===== config.mk =====
export PLATFORM = sky130hd
export DESIGN_NAME = param_datapath
export DESIGN_NICKNAME = d
export VERILOG_FILES = /design/src/rtl/datapath_pkg.sv /design/src/rtl/dp_alu.sv /design/src/rtl/param_datapath.sv
export SDC_FILE = /design/constraint.sdc
export NUM_CORES = 1
export LEC_CHECK = 0
export CAP_MARGIN = 20
export CORE_MARGIN = 2
export CORE_UTILIZATION = 50
export DETAILED_ROUTE_END_ITERATION = 12
export PLACE_DENSITY = 0.7
export SLEW_MARGIN = 20
export SYNTH_ARGS = -nofsm -noshare
export SYNTH_HDL_FRONTEND = slang
export SYNTH_SLANG_ARGS = --single-unit

===== constraint.sdc =====
create_clock -name CLK -period 9.7 [get_ports CLK]
set_input_delay 1.94 -clock CLK [delete_from_list [all_inputs] [get_ports CLK]]
set_output_delay 1.94 -clock CLK [all_outputs]
set_load 0.01 [all_outputs]

===== src/rtl/datapath_pkg.sv =====
// Shared definitions for param_datapath: opcode and FSM state encodings, PSW bit positions.
package datapath_pkg;

  typedef enum logic [4:0] {
    OpMov = 5'd0,
    OpAdd = 5'd1,
    OpAdc = 5'd2,
    OpSub = 5'd3,
    OpSbc = 5'd4,
    OpCmp = 5'd5,
    OpAnd = 5'd6,
    OpOr  = 5'd7,
    OpXor = 5'd8,
    OpLsl = 5'd9,
    OpLsr = 5'd10,
    OpAsr = 5'd11,
    OpRol = 5'd12,
    OpRor = 5'd13,
    OpLd  = 5'd14,
    OpSt  = 5'd15,
    OpMul = 5'd16
  } op_e;

  typedef enum logic [1:0] {
    StIdle = 2'd0,
    StMem  = 2'd1,
    StMul  = 2'd2
  } state_e;

  localparam int unsigned PswN = 3;
  localparam int unsigned PswZ = 2;
  localparam int unsigned PswV = 1;
  localparam int unsigned PswC = 0;

endpackage


===== src/rtl/dp_alu.sv =====
// Combinational ALU and single-position shifter for param_datapath.
// Produces the result and the complete {N,Z,V,C} word that the op would leave in the PSW.
module dp_alu
  import datapath_pkg::*;
#(
  parameter int unsigned WIDTH = 16
) (
  input  logic [4:0]       i_op,
  input  logic [WIDTH-1:0] i_a,
  input  logic [WIDTH-1:0] i_b,
  input  logic [3:0]       i_psw,
  output logic [WIDTH-1:0] o_result,
  output logic [3:0]       o_psw
);

  localparam int unsigned Msb = WIDTH - 1;

  logic [WIDTH:0] w_sum;
  logic [WIDTH:0] w_cin;
  logic           w_c;
  logic           w_v;

  always_comb begin
    w_sum    = '0;
    w_cin    = '0;
    o_result = i_a;
    w_c      = i_psw[PswC];
    w_v      = 1'b0;
    case (i_op)
      OpMov: o_result = i_b;
      OpAdd, OpAdc: begin
        if (i_op == OpAdc) w_cin = {{WIDTH{1'b0}}, i_psw[PswC]};
        w_sum    = {1'b0, i_a} + {1'b0, i_b} + w_cin;
        o_result = w_sum[Msb:0];
        w_c      = w_sum[WIDTH];
        w_v      = (i_a[Msb] == i_b[Msb]) && (o_result[Msb] != i_a[Msb]);
      end
      // Bit WIDTH of the extended difference is the borrow.
      OpSub, OpSbc, OpCmp: begin
        if (i_op == OpSbc) w_cin = {{WIDTH{1'b0}}, i_psw[PswC]};
        w_sum    = {1'b0, i_a} - {1'b0, i_b} - w_cin;
        o_result = w_sum[Msb:0];
        w_c      = w_sum[WIDTH];
        w_v      = (i_a[Msb] != i_b[Msb]) && (o_result[Msb] != i_a[Msb]);
      end
      OpAnd: o_result = i_a & i_b;
      OpOr:  o_result = i_a | i_b;
      OpXor: o_result = i_a ^ i_b;
      OpLsl: begin
        o_result = {i_a[Msb-1:0], 1'b0};
        w_c      = i_a[Msb];
        w_v      = o_result[Msb] ^ w_c;
      end
      OpLsr: begin
        o_result = {1'b0, i_a[Msb:1]};
        w_c      = i_a[0];
      end
      OpAsr: begin
        o_result = {i_a[Msb], i_a[Msb:1]};
        w_c      = i_a[0];
      end
      OpRol: begin
        o_result = {i_a[Msb-1:0], i_a[Msb]};
        w_c      = i_a[Msb];
      end
      OpRor: begin
        o_result = {i_a[0], i_a[Msb:1]};
        w_c      = i_a[0];
      end
      default: ;
    endcase
    o_psw = {o_result[Msb], o_result == '0, w_v, w_c};
  end

endmodule


===== src/rtl/param_datapath.sv =====
// Register-file datapath with ALU ops, a registered load/store port and a PSW aliased at PSW_IDX.
// Define PARAM_DATAPATH_MUL_EN to build in the shift-add MUL; otherwise opcode 16 is a NOP.
module param_datapath
  import datapath_pkg::*;
#(
  parameter int unsigned WIDTH   = 16,
  parameter int unsigned NREG    = 8,
  parameter int unsigned PSW_IDX = 5
) (
  input  logic                    CLK,
  input  logic                    CLR,
  input  logic                    op_valid,
  output logic                    op_ready,
  input  logic [4:0]              op_code,
  input  logic [$clog2(NREG)-1:0] rd,
  input  logic [$clog2(NREG)-1:0] ra,
  input  logic [$clog2(NREG)-1:0] rb,
  input  logic                    imm_sel,
  input  logic [WIDTH-1:0]        imm,
  output logic                    mem_req,
  output logic                    mem_we,
  output logic [WIDTH-1:0]        mem_addr,
  output logic [WIDTH-1:0]        mem_wdata,
  input  logic [WIDTH-1:0]        mem_rdata,
  input  logic                    mem_ack,
  output logic [3:0]              psw
);

  localparam int unsigned   IW     = $clog2(NREG);
  localparam logic [IW-1:0] PswSel = IW'(PSW_IDX);

  state_e           r_state, w_state_nxt;
  logic [WIDTH-1:0] r_regs [NREG];
  logic [3:0]       r_psw;
  logic             r_started;
  logic             r_mem_req, r_mem_we;
  logic [WIDTH-1:0] r_mem_addr, r_mem_wdata;
  logic [IW-1:0]    r_dst;

  logic             w_accept, w_is_alu, w_is_mem, w_is_mul, w_mul_last;
  logic [WIDTH-1:0] w_a, w_rb, w_b, w_alu_res;
  logic [3:0]       w_alu_psw, w_psw_nxt;
  logic [2*WIDTH-1:0] w_prod;
  logic             w_we0, w_we1;
  logic [IW-1:0]    w_widx0, w_widx1;
  logic [WIDTH-1:0] w_wdat0, w_wdat1;

  // The PSW slot reads back as a zero-extended flag word, never as array storage.
  assign w_a  = (ra == PswSel) ? {{(WIDTH-4){1'b0}}, r_psw} : r_regs[ra];
  assign w_rb = (rb == PswSel) ? {{(WIDTH-4){1'b0}}, r_psw} : r_regs[rb];
  assign w_b  = imm_sel ? imm : w_rb;

  assign w_accept = op_valid && op_ready;
  assign w_is_alu = (op_code <= OpRor);
  assign w_is_mem = (op_code == OpLd) || (op_code == OpSt);

  dp_alu #(
    .WIDTH(WIDTH)
  ) u_alu (
    .i_op    (op_code),
    .i_a     (w_a),
    .i_b     (w_b),
    .i_psw   (r_psw),
    .o_result(w_alu_res),
    .o_psw   (w_alu_psw)
  );

`ifdef PARAM_DATAPATH_MUL_EN
  localparam int unsigned CW = (WIDTH > 1) ? $clog2(WIDTH) : 1;

  logic [WIDTH-1:0] r_mcand, r_mul_hi, r_mul_lo;
  logic [CW-1:0]    r_cnt;
  logic [WIDTH:0]   w_mul_add;

  assign w_is_mul   = (op_code == OpMul);
  // Multiplier sits in r_mul_lo and is shifted out as product bits shift in from the top.
  assign w_mul_add  = {1'b0, r_mul_hi} + (r_mul_lo[0] ? {1'b0, r_mcand} : '0);
  assign w_prod     = {w_mul_add, r_mul_lo[WIDTH-1:1]};
  assign w_mul_last = (r_cnt == CW'(WIDTH - 1));

  always_ff @(posedge CLK or negedge CLR) begin
    if (!CLR) begin
      r_mcand  <= '0;
      r_mul_hi <= '0;
      r_mul_lo <= '0;
      r_cnt    <= '0;
    end else if (w_accept && w_is_mul) begin
      r_mcand  <= w_a;
      r_mul_lo <= w_b;
      r_mul_hi <= '0;
      r_cnt    <= '0;
    end else if (r_state == StMul) begin
      {r_mul_hi, r_mul_lo} <= w_prod;
      r_cnt                <= r_cnt + CW'(1);
    end
  end
`else
  assign w_is_mul   = 1'b0;
  assign w_prod     = '0;
  assign w_mul_last = 1'b0;
`endif

  always_ff @(posedge CLK or negedge CLR) begin
    if (!CLR) r_state <= StIdle;
    else      r_state <= w_state_nxt;
  end

  always_comb begin
    w_state_nxt = r_state;
    case (r_state)
      StIdle: begin
        if (w_accept && w_is_mem)      w_state_nxt = StMem;
        else if (w_accept && w_is_mul) w_state_nxt = StMul;
      end
      StMem:   if (mem_ack) w_state_nxt = StIdle;
      StMul:   if (w_mul_last) w_state_nxt = StIdle;
      default: w_state_nxt = StIdle;
    endcase
  end

  always_comb begin
    op_ready = (r_state == StIdle) && r_started;
  end

  always_comb begin
    w_we0     = 1'b0;
    w_widx0   = rd;
    w_wdat0   = w_alu_res;
    w_we1     = 1'b0;
    w_widx1   = r_dst + IW'(1);
    w_wdat1   = w_prod[2*WIDTH-1:WIDTH];
    w_psw_nxt = r_psw;
    case (r_state)
      StIdle: begin
        if (w_accept && w_is_alu) begin
          w_we0     = (op_code != OpCmp);
          w_psw_nxt = w_alu_psw;
        end
      end
      StMem: begin
        if (mem_ack && !r_mem_we) begin
          w_we0     = 1'b1;
          w_widx0   = r_dst;
          w_wdat0   = mem_rdata;
          w_psw_nxt = {mem_rdata[WIDTH-1], mem_rdata == '0, 1'b0, r_psw[PswC]};
        end
      end
      StMul: begin
        if (w_mul_last) begin
          w_we0     = 1'b1;
          w_widx0   = r_dst;
          w_wdat0   = w_prod[WIDTH-1:0];
          w_we1     = 1'b1;
          w_psw_nxt = {w_prod[2*WIDTH-1], w_prod == '0, 1'b0, w_prod[2*WIDTH-1:WIDTH] != '0};
        end
      end
      default: ;
    endcase
  end

  always_ff @(posedge CLK or negedge CLR) begin
    if (!CLR) begin
      r_regs      <= '{default: '0};
      r_psw       <= '0;
      r_started   <= 1'b0;
      r_mem_req   <= 1'b0;
      r_mem_we    <= 1'b0;
      r_mem_addr  <= '0;
      r_mem_wdata <= '0;
      r_dst       <= '0;
    end else begin
      r_started <= 1'b1;
      if (w_we0 && (w_widx0 != PswSel)) r_regs[w_widx0] <= w_wdat0;
      if (w_we1 && (w_widx1 != PswSel)) r_regs[w_widx1] <= w_wdat1;
      // An explicit write to the PSW slot beats the op's own flag update.
      if (w_we0 && (w_widx0 == PswSel))      r_psw <= w_wdat0[3:0];
      else if (w_we1 && (w_widx1 == PswSel)) r_psw <= w_wdat1[3:0];
      else                                   r_psw <= w_psw_nxt;
      if (w_accept) r_dst <= rd;
      if (w_accept && w_is_mem) begin
        r_mem_req   <= 1'b1;
        r_mem_we    <= (op_code == OpSt);
        r_mem_addr  <= w_a + imm;
        r_mem_wdata <= w_rb;
      end else if ((r_state == StMem) && mem_ack) begin
        r_mem_req <= 1'b0;
        r_mem_we  <= 1'b0;
      end
    end
  end

  assign mem_req   = r_mem_req;
  assign mem_we    = r_mem_we;
  assign mem_addr  = r_mem_addr;
  assign mem_wdata = r_mem_wdata;
  assign psw       = r_psw;

endmodule

**Word level (Yosys, flattened, before mapping)**

Cells that the tools add are included.

- Equality and inequality tests: 31
- Order comparisons: 5
- Reductions and logical operators: 29
- Muxes and demuxes: 36
- Bitwise operators: 8
- Add/sub/neg operators: 5

Operators by type and width:

| operator | number |
|---|---|
| $pmux 16 s11 | 1 |
| $mux 16 | 10 |
| $bwmux 128 | 1 |
| $bmux 16 s3 | 2 |
| $demux 16 s3 | 1 |
| $eq 5x4->1 const B | 8 |
| $mux 17 | 2 |
| $logic_not 16->1 | 2 |
| $eq 5x3->1 const B | 4 |
| $add 16x16->17 | 1 |
| $add 17x17->17 | 1 |
| $sub 16x16->17 | 1 |
| $sub 17x17->17 | 1 |
| $add 16x16->16 | 1 |
| $and 16x16->16 | 1 |
| $or 16x16->16 | 1 |
| $xor 16x16->16 | 1 |
| $ge 4x4->1 const B | 3 |
| $mux 4 | 3 |
| $not 3->4 | 3 |
| $logic_and 1x1->1 | 11 |
| $eq 5x2->1 const B | 2 |
| $eq 3x3->1 const B | 3 |
| $pmux 4 s2 | 1 |
| other kinds (31) | 49 |

- Input bits: 51
- Output and inout port bits: 39
- Word-level logic and storage cells: 131
- Flip-flop bits (word level): 172

**Longest topological paths before layout**

- Word-level depth: 14
- Gate-level depth with buffers: 22
- Gate-level depth less buffers: 19

**By module**

Synthesis repeated with hierarchy kept, for this count alone.

- Cell total of the unflattened synthesis: 1337
- Area total of the unflattened synthesis: 11942.7 sq um

Modules (own cells, without submodules):

| module | cells each | sequential area each (sq um) | area each (sq um) | times used |
|---|---|---|---|---|
| param_datapath | 871 | 3878.7 | 8660.8 | 1 |
| dp_alu | 466 | 0.0 | 3281.9 | 1 |

**Least setup slack after synthesis**

Ideal clock, no wire load.

- Path type: input -> register
- From: in rb[1]
- To: reg r_regs[108] (netlist bit)
- Required time: 9.633 ns
- Arrival time: 6.323 ns
- Path buffers: 4
- Slack: 3.310 ns
- Library setup time: 0.067 ns
- Cell stages on the path: 20
- Cell sequence: buf_2 buf_2 buf_2 buf_2 mux4_2 mux2i_1 nand2_1 o21ai_0 ha_1 ha_1 a21o_1 a21o_1 or4_1 a31oi_1 xnor2_1 nand2_1 o2111ai_1 a21oi_1 o31ai_1 mux2_2

- Longest elaborated chain between the ends: 12
- Elaborated cells on any way between the ends: 18
- Those cells by class: 4 x add/sub; 1 x eq/ne; 9 x mux; 4 x bitwise

Ends and longest elaborated chain:

| element | RTL line | RTL |
|---|---|---|
| start: declaration | param_datapath.sv:17 | `input logic [$clog2(NREG)-1:0] rb,` |
| $not 3->4 (implied by the code) | param_datapath.sv:50 | `assign w_rb = (rb == PswSel) ? {{(WIDTH-4){1'b0}}, r_psw} : r_regs[rb];` |
| $bmux 16 s3 | param_datapath.sv:50 |  |
| $mux 16 (implied by the code) (2 in a row) | param_datapath.sv:50 |  |
| $mux 16 (*) | param_datapath.sv:50 |  |
| $mux 16 (*) | param_datapath.sv:51 | `assign w_b = imm_sel ? imm : w_rb;` |
| $sub 16x16->17 or $add 16x16->17 (tied branches) | dp_alu.sv:41, dp_alu.sv:33 |  |
| $sub 17x17->17 or $add 17x17->17 (tied branches) | dp_alu.sv:41, dp_alu.sv:33 |  |
| $pmux 16 s11 (*) | dp_alu.sv:29 | `case (i_op)` |
| $mux 16 | param_datapath.sv:141 | `if (mem_ack && !r_mem_we) begin` |
| $mux 16 (*) | - |  |
| $bwmux 128 (*) | param_datapath.sv:173 | `if (w_we0 && (w_widx0 != PswSel)) r_regs[w_widx0] <= w_wdat0;` |
| end signal: indexed assignment | param_datapath.sv:173 |  |
| end signal: indexed assignment | param_datapath.sv:174 | `if (w_we1 && (w_widx1 != PswSel)) r_regs[w_widx1] <= w_wdat1;` |
| end: declaration | param_datapath.sv:33 | `logic [WIDTH-1:0] r_regs [NREG];` |

Every way passes the cells marked *; elsewhere a longest branch is shown, timed or not. The select of a mux whose other input is x is not followed.
A chain may end at the register's enable or synchronous reset.

**Final worst setup path**

- From: in rb[0]
- To: reg r_psw[2], in the netlist psw[2]

- Longest elaborated chain between the ends: 13
- Elaborated cells on any way between the ends: 21
- Those cells by class: 4 x add/sub; 1 x eq/ne; 11 x mux; 4 x bitwise; 1 x reduce/logical

Ends and longest elaborated chain:

| element | RTL line | RTL |
|---|---|---|
| $not 3->4 (implied by the code) | param_datapath.sv:50 |  |
| $bmux 16 s3 | param_datapath.sv:50 |  |
| $mux 16 (implied by the code) (2 in a row) | param_datapath.sv:50 |  |
| $mux 16 (*) | param_datapath.sv:50 |  |
| $mux 16 (*) | param_datapath.sv:51 |  |
| $sub 16x16->17 or $add 16x16->17 (tied branches) | dp_alu.sv:41, dp_alu.sv:33 |  |
| $sub 17x17->17 or $add 17x17->17 (tied branches) | dp_alu.sv:41, dp_alu.sv:33 |  |
| $pmux 16 s11 (*) | dp_alu.sv:29 |  |
| $logic_not 16->1 | dp_alu.sv:72 | `o_psw = {o_result[Msb], o_result == '0, w_v, w_c};` |
| $mux 4 | param_datapath.sv:135 | `if (w_accept && w_is_alu) begin` |
| $pmux 4 s2 | param_datapath.sv:133 | `case (r_state)` |
| $mux 4 (*) | param_datapath.sv:176 | `if (w_we0 && (w_widx0 == PswSel)) r_psw <= w_wdat0[3:0];` |
| end signal: assignment | param_datapath.sv:176 |  |
| end signal: assignment | param_datapath.sv:177 | `else if (w_we1 && (w_widx1 == PswSel)) r_psw <= w_wdat1[3:0];` |
| end signal: assignment | param_datapath.sv:178 | `else r_psw <= w_psw_nxt;` |
| end: declaration | param_datapath.sv:34 | `logic [3:0] r_psw;` |

Marks and branches as above.

==> flow_summary.json <==
{
  "tightest_slew_ns": 1.056,
  "critical_path_class": "primary input to flip-flop",
  "clk_latency_ns": 0.44,
  "htreeDepth": 4,
  "cts_tree": "built",
  "routed_wl_um": 40650,
  "final_cells": 1738,
  "drive_gt1_share_pct": 11.86,
  "core-area_sq_mm": 0.02361,
  "cp-end-kind": "flip-flop",
  "drv_cap": 0,
  "power_mw": 2.894,
  "final_nets": 1535,
  "ctsResizeCount": 0,
  "ctsHoldBuffers": 0,
  "ys.flop_type": "dfrtp_1",
  "relSlewSlack_pct": 29.40,
  "track_usage_pct": 31.66,
  "placedCellCount": 1704,
  "cpMaxStageDelayCell": "clkdlybuf4s50_1",
  "yosys.cell_types.count": 76,
  "drt_iter0_drc": 1001,
  "dieArea_sq_mm": 0.02546,
  "grt_first_pass_wirelength_um": 62200,
  "crit_path_max_incr_delay_ns": 1.16,
  "yosysSeqAreaShare_pct": 32.26,
  "place_ws_ns": 1.659,
  "critPathArrivalTime_ns": 8.07,
  "cp_top_family": "simple AND/OR/NAND/NOR gates",
  "synthToLayoutAreaGrowth_pct": 14.51,
  "start_kind": "primary input",
  "synthArstFlopShare_pct": 100.0,
  "power.switching_mw": 1.145,
  "cts.sinks": 156,
  "start_util_pct": 51.25,
  "cp_cell_sequence": "clkdlybuf4s50_1 -> mux4_2 -> mux2_2 -> mux2i_1 -> inv_1 -> fa_1 -> inv_1 -> fa_1 -> o21a_1 -> nor2_1 -> xnor2_1 -> a221o_1 -> or3_1 -> or4b_1 -> a2111oi_2 -> and4b_1 -> nand4bb_1 -> o22ai_1",
  "vias": 11100,
  "fmax_mhz": 129.7,
  "num_rows": 56,
  "clk_path_buf_depth": 2,
  "finalSetupTns_ns": 0,
  "synth_area_sq_mm": 0.01210,
  "wire_per_inst_um": 23.39,
  "nFillCells": 2118,
  "ant_nets": 0,
  "dr.pass1.iters": 7,
  "rsz0062_at_grt": "false",
  "fp.dieH_um": 159.6,
  "regArea_sq_mm": 0.003904,
  "fin_crit_sh_pct": 79.46,
  "gp_congestion": 0.9815,
  "die_w_um": 159.6,
  "synth_cells": 1349,
  "cts_root_buffer": "clkbuf_16",
  "viasPerCell": 6.386,
  "final_hold_viol_count": 0,
  "worst-path-buf-inv": 3,
  "clk_pin_slew_worst_paths_ns": 0.07,
  "vdd_ir_drop_max_v": 0.0001317,
  "antenna_found_initial": 1,
  "multi_input_area_sq_mm": 0.007587,
  "power.share.combinational_pct": 42.5,
  "synth-seq-cells": 156,
  "port_buffers": 89,
  "hpwl_um": 30170,
  "post_cts_buffers": 0,
  "cts_inserted_buffers": 17,
  "syn_avg_cell_area_sq_um": 8.970,
  "clkPwrFrac_pct": 24.8,
  "p_leak_nw": 6.158,
  "drc_errors": 0,
  "grt_start_max_net_pins": 61,
  "hp-class": "flip-flop to flip-flop",
  "switching_share_pct": 39.57,
  "grt_pass1_vias": 10750,
  "synth_fp_nets": 1480,
  "critPathRequiredTime_ns": 10.06,
  "synth_edf_count": 0,
  "fin_skew_ns": 0.01396,
  "crit_fanout": 22,
  "rrSetupSlack_ns": 4.25,
  "outcome": "finished, final reports clean",
  "worst_slack_ns": 1.993,
  "fin_crit_ns": 7.707,
  "finalMaxSlewViolations": 0,
  "p_int_mw": 1.749,
  "p_seq_share_pct": 32.7,
  "finalSetupViolCount": 0,
  "yosysWarnings": 0,
  "ios": 90,
  "grt.overflow.total": 0,
  "power_density_mw_per_mm2": 208.9
}
per-layer routing:
layer  share of wire, %  GRT usage [%]
met1                 40          40.90
met2                 46          50.31
met3                8.4          6.017
met4                5.3          17.23
met5                  0              0
flip-flops by register name, indices dropped and copies added (netlist names), 3 cells and up:
register	cells
r_regs	113
r_dst	3
psw	4
mem_wdata	16
mem_addr	16
cell usage in the layout, fill, tap and decap left out, types with 17 or more instances in the layout:
cell,instances
nand2_1,138
nor2_1,104
o211ai_1,20
xnor2_1,21
a31oi_1,20
dfrtp_1,156
inv_1,78
clkdlybuf4s50_1,86
mux2i_1,75
nor3_1,20
mux2_2,71
a21oi_1,102
o21ai_0,92
nand3_1,31
ha_1,75
a22oi_1,20
buf_4,22
clkbuf_16,17
mux4_2,22
worst paths after layout:
| kind | startpoint | endpoint | depth (start not counted) |
|---|---|---|---|
| max in group asynchronous | CLR | r_regs[106] | 3 |
| min in group asynchronous | CLR | mem_we | 1 |
| hold reg to reg | r_regs[46] | r_regs[46] | 0 |
| setup reg to reg | psw[0] | psw[2] | 17 |
| setup / recovery | rb[0] | psw[2] | 18 |
| hold / removal | r_regs[46] | r_regs[46] | 0 |
area by class of cell:
type	instances	share of cell area, %
Clock buffer	18	3.170
Sequential cell	156	28.17
Timing Repair Buffer	111	7.558
Antenna cell	2	0.03612
Inverter	79	2.140
Clock inverter	14	1.282
Multi-Input combinational cell	1039	54.76
Tap cell	319	2.881
cells in the mapped netlist (all sizes together), types with 11 or more instances:
cell | count | area (sq um)
nor3 | 22 | 110.1
ha | 75 | 938.4
buf | 25 | 140.1
nor2 | 104 | 390.4
dfrtp | 156 | 3904
mux2i | 76 | 773.2
mux4 | 23 | 521.8
clkbuf | 50 | 187.7
o211ai | 20 | 150.1
o21ai | 95 | 475.5
o31ai | 11 | 82.58
o21a | 11 | 90.08
nor2b | 15 | 93.84
and3 | 12 | 75.07
a22oi | 20 | 150.1
a21oi | 102 | 510.5
inv | 79 | 296.5
nand2 | 138 | 518.0
nand3 | 32 | 160.2
a31oi | 20 | 125.1
xnor2 | 21 | 183.9
mux2 | 71 | 799.5
worst register-to-register path, cell delays in order (launching register included):
cell and delay (ns):
dfrtp_1 0.49, mux4_2 0.51, mux2_2 0.31, mux2i_1 0.39, inv_1 0.15, fa_1 0.45
inv_1 0.12, fa_1 0.30, o21a_1 0.16, nor2_1 0.04, xnor2_1 0.14, a221o_1 0.33
or3_1 0.42, or4b_1 0.61, a2111oi_2 0.31, and4b_1 0.30, nand4bb_1 0.19, o22ai_1 0.17
through the flow:
stage               utilization (%)  area, sq um  hold slack [ns]
global placement              56.05        13230           0.3678
detailed placement            56.05        13230           0.3694
global route                  58.66        13850           0.4054
CTS                           58.66        13850           0.3872
finish                        58.68        13860           0.4005
floorplan                         -        12100           0.4288
logic make-up (layout without fill, tap and decap cells):
kind of cell,Yosys count,after routing,synth area share [%]
AOI/OAI and AO/OA,375,375,19.92
xor gates and xnor gates,30,30,2.172
adders and majority gates,80,80,8.582
buffers and inverters,154,222,5.160
DFF,156,156,32.26
muxes,170,170,17.31
other,1,3,0.03099
and+or+nand+nor,383,383,14.57
power groups by stage:
stage               Combinational, mW  Clock (mW)  Sequential [mW]
floorplan                       0.812           0            0.932
global placement                 1.19           0            0.945
detailed placement               1.20           0            0.955
CTS                              1.21       0.726            0.942
global route                     1.34       0.750            0.964
finish                           1.23       0.718            0.946
Power figures use the tool's default switching activity.
